===== config.mk =====
export PLATFORM = sky130hd
export DESIGN_NAME = mem_arbiter
export DESIGN_NICKNAME = d
export VERILOG_FILES = /design/src/rtl/mem_arbiter.sv
export SDC_FILE = /design/constraint.sdc
export NUM_CORES = 1
export LEC_CHECK = 0
export CAP_MARGIN = 20
export CELL_PAD_IN_SITES_DETAIL_PLACEMENT = 1
export CELL_PAD_IN_SITES_GLOBAL_PLACEMENT = 1
export CORE_MARGIN = 2
export CORE_UTILIZATION = 30
export CTS_CLUSTER_DIAMETER = 30
export DETAILED_ROUTE_END_ITERATION = 10
export PLACE_DENSITY = 0.8
export SETUP_SLACK_MARGIN = 0.3
export SYNTH_ARGS = -nofsm -noshare
export SYNTH_HDL_FRONTEND = slang
export SYNTH_SLANG_ARGS = --single-unit

===== constraint.sdc =====
create_clock -name clk -period 4.6 [get_ports clk]
set_input_delay 0.92 -clock clk [delete_from_list [all_inputs] [get_ports clk]]
set_output_delay 0.92 -clock clk [all_outputs]
set_load 0.01 [all_outputs]

===== src/rtl/mem_arbiter.sv =====
// mem_arbiter: round-robin arbiter sharing one memory slave port among masters, with a bus watchdog
module mem_arbiter #(
    parameter int          NUM_MASTERS = 2,
    parameter int          TIMEOUT     = 1024,
    parameter logic [31:0] ERR_DATA    = 32'hDEADBEEF
) (
    input  logic                     clk,
    input  logic                     reset_i,
    input  logic [NUM_MASTERS-1:0]   m_sel_i,
    input  logic [32*NUM_MASTERS-1:0] m_addr_i,
    input  logic [NUM_MASTERS-1:0]   m_we_i,
    input  logic [4*NUM_MASTERS-1:0] m_wr_mask_i,
    input  logic [32*NUM_MASTERS-1:0] m_data_i,
    output logic [31:0]              m_data_o,
    output logic [NUM_MASTERS-1:0]   m_ack_o,
    output logic                     s_sel_o,
    output logic [31:0]              s_addr_o,
    output logic                     s_we_o,
    output logic [3:0]               s_wr_mask_o,
    output logic [31:0]              s_data_o,
    input  logic [31:0]              s_data_i,
    input  logic                     s_ack_i,
    output logic [NUM_MASTERS-1:0]   grant_o,
    output logic                     err_o,
    output logic [2:0]               err_master_o
);
    typedef enum logic {IDLE, BUSY} state_t;
    state_t state, state_nxt;
    logic [2:0] ptr, gidx, k, pick, gnxt;
    logic [3:0] sum;
    logic [NUM_MASTERS-1:0] rot, gnew;
    logic any, expire, done;
    logic [31:0] wd;

    assign rot  = NUM_MASTERS'({m_sel_i, m_sel_i} >> ptr);
    assign any  = |m_sel_i;
    assign gnew = NUM_MASTERS'(1) << pick;
    assign gnxt = (gidx == 3'(NUM_MASTERS - 1)) ? 3'd0 : gidx + 3'd1;

    // first requester at or after the round-robin pointer, mapped back to a master index
    always_comb begin
        k = '0;
        for (int i = NUM_MASTERS - 1; i >= 0; i--)
            if (rot[i]) k = 3'(i);
        sum  = {1'b0, ptr} + {1'b0, k};
        pick = (sum >= 4'(NUM_MASTERS)) ? 3'(sum - 4'(NUM_MASTERS)) : sum[2:0];
    end

    // state register
    always_ff @(posedge clk or posedge reset_i)
        if (reset_i) state <= IDLE;
        else state <= state_nxt;

    // next state: grant whenever idle with a request, release on ack or watchdog expiry
    always_comb
        state_nxt = (state == IDLE) ? (any ? BUSY : IDLE) : (done ? IDLE : BUSY);

    // completion decode and master-side responses; a real ack beats a coincident expiry
    always_comb begin
        expire   = (state == BUSY) && (TIMEOUT != 0) && !s_ack_i && (wd == 32'(TIMEOUT - 1));
        done     = (state == BUSY) && (s_ack_i || expire);
        m_ack_o  = done ? grant_o : '0;
        m_data_o = expire ? ERR_DATA : s_data_i;
    end

    // slave-side registers, grant, pointer, watchdog and error capture
    always_ff @(posedge clk or posedge reset_i)
        if (reset_i) begin
            s_sel_o      <= 1'b0;
            s_we_o       <= 1'b0;
            s_addr_o     <= '0;
            s_data_o     <= '0;
            s_wr_mask_o  <= 4'b1111;
            grant_o      <= '0;
            gidx         <= '0;
            ptr          <= '0;
            wd           <= '0;
            err_o        <= 1'b0;
            err_master_o <= '0;
        end else if (state == IDLE) begin
            if (any) begin
                s_sel_o     <= 1'b1;
                s_addr_o    <= 32'(m_addr_i >> {pick, 5'd0});
                s_data_o    <= 32'(m_data_i >> {pick, 5'd0});
                s_wr_mask_o <= 4'(m_wr_mask_i >> {pick, 2'd0});
                s_we_o      <= |(m_we_i & gnew);
                grant_o     <= gnew;
                gidx        <= pick;
                wd          <= '0;
            end
        end else if (done) begin
            s_sel_o <= 1'b0;
            s_we_o  <= 1'b0;
            grant_o <= '0;
            ptr     <= gnxt;
            if (expire) begin
                err_o        <= 1'b1;
                err_master_o <= gidx;
            end
        end else begin
            wd <= wd + 32'd1;
        end
endmodule


# After elaboration in Yosys (flattened, before gate mapping)

Index checks and enable logic that the tools add are counted.

Equality and inequality tests: 4
$lt $le $gt $ge: 1
Reduce and logical (&&, ||, !) cells: 13
Shift-type cells: 5
Mux-type cells: 20
Bitwise gates (word level): 2
$add $sub $neg: 4

Operators by type and width:

| operator                | number |
|---|---|
| $mux W32                | 4 |
| $shr A64 B8 Y32         | 2 |
| $add A32 B1 Y32 const B | 1 |
| $eq A32 B10 Y1 const B  | 1 |
| $mux W1                 | 9 |
| $mux W3                 | 3 |
| $mux W2                 | 4 |
| $reduce_and A2 Y1       | 4 |
| $shr A8 B5 Y4           | 1 |
| $add A3 B3 Y4           | 1 |
| $ge A4 B2 Y1 const B    | 1 |
| $reduce_or A2 Y1        | 2 |
| $shr A4 B3 Y2           | 1 |
| $add A3 B1 Y3 const B   | 1 |
| $eq A3 B1 Y1 const B    | 1 |
| $logic_and A1 B1 Y1     | 3 |
| $reduce_and A3 Y1       | 1 |
| $shl A1 B3 Y2 const A   | 1 |
| $sub A3 B2 Y3 const B   | 1 |
| $and A2 B2 Y2           | 1 |
| $ne A2 B1 Y1 const B    | 1 |
| $ne A2 B2 Y1 const B    | 1 |
| $reduce_bool A2 Y1      | 1 |
| $logic_not A1 Y1        | 1 |
| 2 further kinds         | 2 |

Word-level logic and storage cells: 61
Output and inout port bits: 110
Input bits: 175
Register bits after elaboration: 115

# Depth between registers and ports, before layout

Depth after elaboration: 11
Gate-level depth with buffers: 11
Gate-level depth less buffers: 10

# Worst setup path before layout

OpenSTA, ideal clock, no wires.

Path type: input -> register
Start point: in m_sel_i[1]
End point: reg grant_o[0]
Path slack: 1,471 ps
Required time: 4,481 ps
Buffers on the path: 1
Stages: 10
Library setup time: 119 ps
Arrival: 3,010 ps
Cell sequence: or4b_2 a21oi_1 ha_1 ha_1 and3b_1 o21bai_1 nand2_1 clkbuf_1 a2bb2oi_1 nor2_1

Longest elaborated chain between the ends: 9
Elaborated cells between the ends (all ways): 13
Those cells by class: add/sub (2); order compare (1); shift (2); mux (5); reduce/logical (3)

Ends and longest elaborated chain:

| item                                                 | line | source |
|---|---|---|
| from (decl)                                          | 9    | `input logic [NUM_MASTERS-1:0] m_sel_i,` |
| $shr A4 B3 Y2                                        | 35   | `assign rot = NUM_MASTERS'({m_sel_i, m_sel_i} >> ptr);` |
| $mux W1                                              | 44   | `if (rot[i]) k = 3'(i);` |
| $mux W3                                              | 44   |  |
| $add A3 B3 Y4                                        | 45   | `sum = {1'b0, ptr} + {1'b0, k};` |
| $ge A4 B2 Y1 / $sub A3 B2 Y3 (equally long branches) | 46   | `pick = (sum >= 4'(NUM_MASTERS)) ? 3'(sum - 4'(NUM_MASTERS)) : sum[2:0];` |
| $mux W3                                              | 46   |  |
| $shl A1 B3 Y2                                        | 37   | `assign gnew = NUM_MASTERS'(1) << pick;` |
| $mux W2                                              | 81   | `if (any) begin` |
| $mux W2                                              | 80   | `end else if (state == IDLE) begin` |
| to (signal assigned)                                 | 87   | `grant_o <= gnew;` |
| to (decl)                                            | 23   | `output logic [NUM_MASTERS-1:0] grant_o,` |

Parallel ways exist; a longest one is shown, timed or not. The select of a mux whose other input is x is not followed.
A chain may end at the register's enable or synchronous reset.

# Final worst setup path

Start point: in s_ack_i
End point: out m_ack_o[1]

Longest elaborated chain between the ends: 6

Ends and longest elaborated chain:

| item                              | line | source |
|---|---|---|
| from (decl)                       | 22   | `input logic s_ack_i,` |
| $logic_not A1 Y1                  | 60   | `expire = (state == BUSY) && (TIMEOUT != 0) && !s_ack_i && (wd == 32'(TIMEOUT - 1));` |
| $logic_and A1 B1 Y1 (2 in series) | 60   |  |
| $logic_or A1 B1 Y1 (*)            | 61   | `done = (state == BUSY) && (s_ack_i \|\| expire);` |
| $logic_and A1 B1 Y1 (*)           | 61   |  |
| $mux W2 (*)                       | 62   | `m_ack_o = done ? grant_o : '0;` |
| to (decl)                         | 15   | `output logic [NUM_MASTERS-1:0] m_ack_o,` |

Mark *: on every way between the ends. The rest lies on a longest branch, timed or not.

==> summary.txt <==
Cells and area
  • Area delta synth->final: 65.9%
  • Most frequent cells in the layout: clkdlybuf4s50_1 (284), dfrtp_1 (111), nand2_1 (97), mux2i_1 (77), o21ai_0 (74)
  • Commonest non-fill, non-tap cell in the layout: clkdlybuf4s50_1
  • Layout cell share with drive strength beyond 1: 10.1%
  • Utilization after layout: 51.0%
  • Final nets: 1035
  • Ant. Diodes: 0

Synthesis
  • Unique cell type count in the Yosys netlist: 49
  • Post-synth EDFFs: 0
  • Mapped Nets: 758
  • Synth async-reset ratio: 100%
  • Cell taking the most area after synthesis: dfrtp_1
  • Synth area leaders: dfrtp_1 (48%), mux2i_1 (13%), o21ai_0 (6.4%)
  • Cell Area, Synth: 5790 um2
  • Mapped Cells: 580
  • Prevailing post-synth register cell: dfrtp_1
  • #FFs+latches synth: 115
  • Syn. warnings: 0
  • Sequential cell area fraction in the yosys report: 49.8%
  • Avg Inst Size Synth: 9.98 um2
  • Top cell type's share of synthesized area: 48.0%

STA
  • Setup Viol. Count Final: 0
  • RSZ-0062 raised after global routing: no
  • Worst slew margin: 28.9%
  • Skew final: 10.7 ps
  • Final period util: 89.4%
  • Fin. Hold Viols: 0
  • Setup TNS Final: 0 ps
  • Slew @ Worst Pin: 1070 ps
  • Max-slew violations: 0
  • Fin crit period: 4110 ps
  • Fmax: 243 MHz
  • Hold_ws: 476 ps

Pwr
  • Pwr Density: 546 nW/um2
  • VDD IR max: 0.227 mV
  • Power, Total: 0.00524 W
  • Leakage power: 4.23 nW

Worst setup path
  • Crit path max fanout: 4
  • FF-to-FF setup slack: 1760 ps
  • Setup crit end kind: output pin
  • R2r worst-path depth: 10
  • Cell-by-cell trace of the critical path: clkdlybuf4s50_1 > nor4b_2 > nand4_2 > nor4_4 > o21a_1 > and2_1 > clkdlybuf4s50_1
  • Crit Path Class: in -> out
  • Crit path launch type: primary input
  • Slowest-stage cell, CP: clkdlybuf4s50_1
  • Critical Path RT: 3680 ps
  • Reg2Reg Capture Point: grant_o[0]$_DFFE_PP0P_
  • Max stage delay on crit path: 520 ps
  • Critical path's top delay family: simple AND/OR/NAND/NOR gates
  • CP dominant cell by count: clkdlybuf4s50_1
  • Buf/Inv on CP: 2
  • Critical R2R Launch: ptr[1]$_DFFE_PP0P_
  • Crit path DAT: 3190 ps

Floorplanning
  • Die H: 143 um
  • Io pins: 285
  • Initial Utilization: 30.8%
  • Rows: 50
  • Die Area: 20400 um2
  • Core ar.: 18800 um2
  • Die width: 143 um

Hold path
  • Hold_sp: s_addr_o[16]$_DFFE_PP0P_
  • Worst hold endpoint: s_addr_o[16]$_DFFE_PP0P_
  • Hold Path Depth: 2
  • Hold Crit Class: reg -> reg

Placed design
  • PortBufs: 284
  • Hpwl dp: 13.8 mm
  • Gpl congestion: 0.748

Clock network
  • Clock Sinks: 115
  • H-tree depth: 4
  • Clk root buf: clkbuf_16
  • Clock-pin slew on the worst setup and hold paths: 50 ps
  • Clk buf depth: 2
  • Setup bufs post-CTS: 0
  • CTS tree: done
  • CTS Buf Count: 17
  • Worst-Skew Late Latency: 420 ps

GRT
  • Total GRT Usage: 18.9%
  • Grt ovf: 0
  • Number of global-route vias before repair: 5634
  • Largest net degree at the start of global routing: 90
  • Initial antenna violation count: 0
  • First-pass GRT wire length: 29.9 mm

Routing
  • Total number of vias: 5374
  • Routed WL per cell: 16.5 um
  • Routed vias/inst: 4.76
  • 1st-iter DRT viols: 156
  • Post-DRT Antenna Nets: 0
  • DRC viols: 0
  • 1st-pass router iterations: 4
  • WL final: 18.7 mm

Status
  • Outcome: completed

Flow run
  • Max-cap check violation count: 0
per-layer routing:
metal / track usage (%) / part of all wire (%) / vias up
met4: 5.00 / 0.89 / 0
met3: 7.68 / 8.4 / 11
met2: 33.2 / 52 / 187
met1: 21.1 / 38 / 2588
met5: 0 / 0 / -
li1: - / - / 2588
where the power goes:
part | internal (W) | switching (W) | total (W)
clock network | 0.00104 | 0.000501 | 0.00154
logic | 0.00115 | 0.00101 | 0.00216
registers | 0.00135 | 0.000196 | 0.00155
total | 0.00354 | 0.00170 | 0.00524
synth_stat cells (3+ instances only):
cell type  instances
a21oi_1           11
and2_1             4
and3_1             4
and4_1             6
buf_1              3
clkbuf_1          26
dfrtp_1          111
dfstp_2            4
ha_1               3
inv_1              8
mux2_2             4
mux2i_1           77
nand2_1           98
nand3_1           10
nand4_1           10
nor2_1            20
nor2b_1            8
nor3_1             4
nor4_1             3
o211ai_1           4
o21a_1             4
o21ai_0           74
o31ai_1            7
or2_2             26
or4_1              7
xnor2_1            3
xor2_1             9
worst max-delay path by stage:
stage	start	to	cells past startpoint
after floorplan	reset_i	err_master_o[0]$_DFFE_PP0P_	1
after global placement	s_ack_i	m_data_o[0]	7
after detailed placement	s_ack_i	m_data_o[26]	7
after CTS	s_ack_i	m_data_o[26]	7
after global routing	s_ack_i	m_ack_o[0]	7
final	s_ack_i	m_ack_o[1]	7
registers in the layout (all words and copies together), names as in the netlist:
name / cells
s_addr_o: 32
s_wr_mask_o: 4
s_sel_o: 1
err_master_o: 3
s_we_o: 1
s_data_o: 32
err_o: 1
ptr: 3
grant_o: 2
wd: 32
state: 1
gidx: 3
stage by stage:
stage               std cells  setup WS (ps)  instance area (um2)
floorplan                 580            643                 5790
global placement         1098            538                 8920
detailed placement       1098            451                 8920
CTS                      1130            448                 9600
global route             1130            324                 9610
finish                   1130            490                 9610
worst register-to-register path: stages (launching register included):
cell       delay, ps
dfrtp_1          420
or4b_2           670
a21oi_1          230
ha_4             180
ha_1             250
and3b_1          240
o21bai_1         120
nand2_2          110
buf_12           250
a2bb2oi_1        190
nor2_1            70
timing repair:
| item | CTS | global route |
|---|---|---|
| hold buffers | 0 | 0 |
| hold endpoints to repair | 0 | 0 |
| setup endpoints to repair | 0 | 24 |
| gates resized for setup | 0 | 1 |
layout make-up:
cell class                      count  area [um2]
Inverter                            8        32.5
Timing Repair Buffer              294        2950
Fill cell                        2023        9220
Clock buffer                       18         439
Sequential cell                   115        2880
Multi-Input combinational cell    421        2730
Tap cell                          260         325
Clock inverter                     14         246
cells by family after synthesis:
logic type / Yosys count / synth area share [%]
simple gates: 216 / 19.6
mux: 83 / 14.5
flops: 115 / 49.8
buf+inv: 44 / 3.31
fa+ha+maj: 3 / 0.648
xor+xnor: 12 / 1.82
compound gates: 107 / 10.3
(Power assumes the default switching activity.)
==> RTL edit (same flow settings) <==
Reset style: synchronous (`reset_i`), changed in 2 clocked blocks.
--- a/src/rtl/mem_arbiter.sv
+++ b/src/rtl/mem_arbiter.sv
@@ -48,5 +48,5 @@
 
     // state register
-    always_ff @(posedge clk or posedge reset_i)
+    always_ff @(posedge clk)
         if (reset_i) state <= IDLE;
         else state <= state_nxt;
@@ -65,5 +65,5 @@
 
     // slave-side registers, grant, pointer, watchdog and error capture
-    always_ff @(posedge clk or posedge reset_i)
+    always_ff @(posedge clk)
         if (reset_i) begin
             s_sel_o      <= 1'b0;
Function: differs if reset_i is asserted again (counterexample within 4 cycles, from zero or initial values and one cycle with reset_i high); with reset_i held inactive, the same outputs for 10 cycles.
==> RTL edit against the original RTL <==
  * Area after synthesis fell by 6.1%
  * Wire length rose by 11%
  * Non-clock buffer count rose by 4
  * Sequential cell count did not move
  * Worst setup slack improved by 0.12 ns
  * Synthesized cell count rose by 8.3%
  * Cell count rose by 1.4%
  * Cell area fell by 4.8%
Power is not compared: it rests on default switching activity, and its combinational part moved more than twofold at a synthesized area within 25%.
==> RTL edit: results (changes against the original RTL) <==
- Status: completed
- Slowest CP cell: or3_4
- Synth unique cells: 55 (+12%)
- Critical Path AT: 3.07 ns (-0.12 ns)
- Vias/cell: 5.10 (+7.3%)
- Post-synth top cells: dfxtp_1, nand2_1, o21ai_0, mux2i_1, a21oi_1
- Register area share after synthesis: 42.3% (-7.5 points)
- Async set-reset flop share out of synthesis: 0% (-100 points)
- Vias in the first global route: 6173 (+9.6%)
- DPL Wire Length: 15.7 mm (+14%)
- Placer Congestion: 0.821 (+9.7%)
- Critical path fanouts, max: 33 (+29)
- XOR/XNOR Fraction of Synth Area: 0.644% (-1.2 points)
- Worst slack, placed: 0.259 ns (-0.193 ns)
- Gr usage total: 21.6% (+2.8 points)
- Post-synthesis compound-gate area fraction: 16.5% (+6.2 points)
- DRT Pass-1 Iters: 4 (unchanged)
- Slew margin rel.: 36.8% (+8.0 points)
- Post-DP Area: 8510 µm² (-4.5%)
- Synth Area in Adders: 0.690% (+0.042 points)
- Detailed Route WL: 20.7 mm (+11%)
- Setup-failing EPs final: 0 (unchanged)
- Avg Cell Area, Syn: 8.66 µm² (-13%)
- First-pass GRT wire length: 33.3 mm (+11%)
- Final period util: 86.8% (-2.5 points)
- CTS buffer count: 17 (unchanged)
- Dominant cells by area after synthesis: dfxtp_1, mux2i_1, o21ai_0
- Fillers: 2074 (+2.5%)
- Crit-path max cell delay: 0.55 ns (+0.03 ns)
- Clock Skew: 0.00886 ns (-0.00186 ns)
- Final cell count without fillers: 1146 (+1.4%)
- Largest net degree at the start of global routing: 68 (-24%)
- Bufs on Longest Clock Path: 2 (unchanged)
- Cell family with most CP delay: simple AND/OR/NAND/NOR gates
- Proportion of synthesized area in mux cells: 12.9% (-1.6 points)
- Share of cells above drive strength 1: 6.65% (-3.5 points)
- Initial DRC count: 257 (+65%)
- Core area: 17900 µm² (-4.9%)
- Syn Nets: 806 (+6.3%)
[RTL edit: path summary, 6_finish.rpt]
kind	from	to	slack (ns)	cells past startpoint
setup / recovery	s_ack_i	m_data_o[4]	0.61	6
hold / removal	s_addr_o[23]	s_addr_o[23]	0.45	2
setup reg to reg	ptr[0]	s_addr_o[16]	1.60	11
hold reg to reg	s_addr_o[23]	s_addr_o[23]	0.45	2
[RTL edit: metal layers]
metal | track usage, % | part of all wire (%) | wire, µm
met1 | 24.2 | 39 | 7990
met2 | 40.2 | 54 | 11300
met3 | 5.70 | 4.7 | 967
met4 | 6.65 | 2.3 | 485
met5 | 0 | 0 | 0
[RTL edit: worst reg2reg max path: cells and delay by family, from the launching register on]
kind	cells	cell delay (ns)
AO/OA/AOI/OAI	3	0.59
adder cells (fa/ha/maj)	2	0.41
buffers and inverters	1	0.22
flip-flops	1	0.43
AND/OR/NAND/NOR	5	1.26
[RTL edit: what timing repair did]
action	CTS	global route
gates cloned	0	0
pin swaps	0	0
gates resized for setup	1	1
endpoints found under the setup margin	32	32
[RTL edit: kinds of logic (layout without fill, tap and decap cells)]
kind of cell | count (synthesis) | in the layout
simple gates | 236 | 236
compound gates | 152 | 152
flops | 115 | 115
mux | 70 | 70
buf+inv | 48 | 337
xor+xnor | 4 | 4
fa+ha+maj | 3 | 3
[RTL edit: final cells by class]
type / count / area, µm² / area share, %
tap: 229 / 287 / 3.13
clock inverter: 14 / 179 / 1.96
inverter: 7 / 26.3 / 0.287
timing repair buffer: 298 / 2970 / 32.5
multi-input combinational: 465 / 2950 / 32.3
clock buffer: 18 / 429 / 4.69
sequential: 115 / 2300 / 25.2
[RTL edit: report_power, final]
group / internal, µW / switching, µW
Sequential: 1070 / 45.1
Clock: 858 / 491
Combinational: 384 / 282
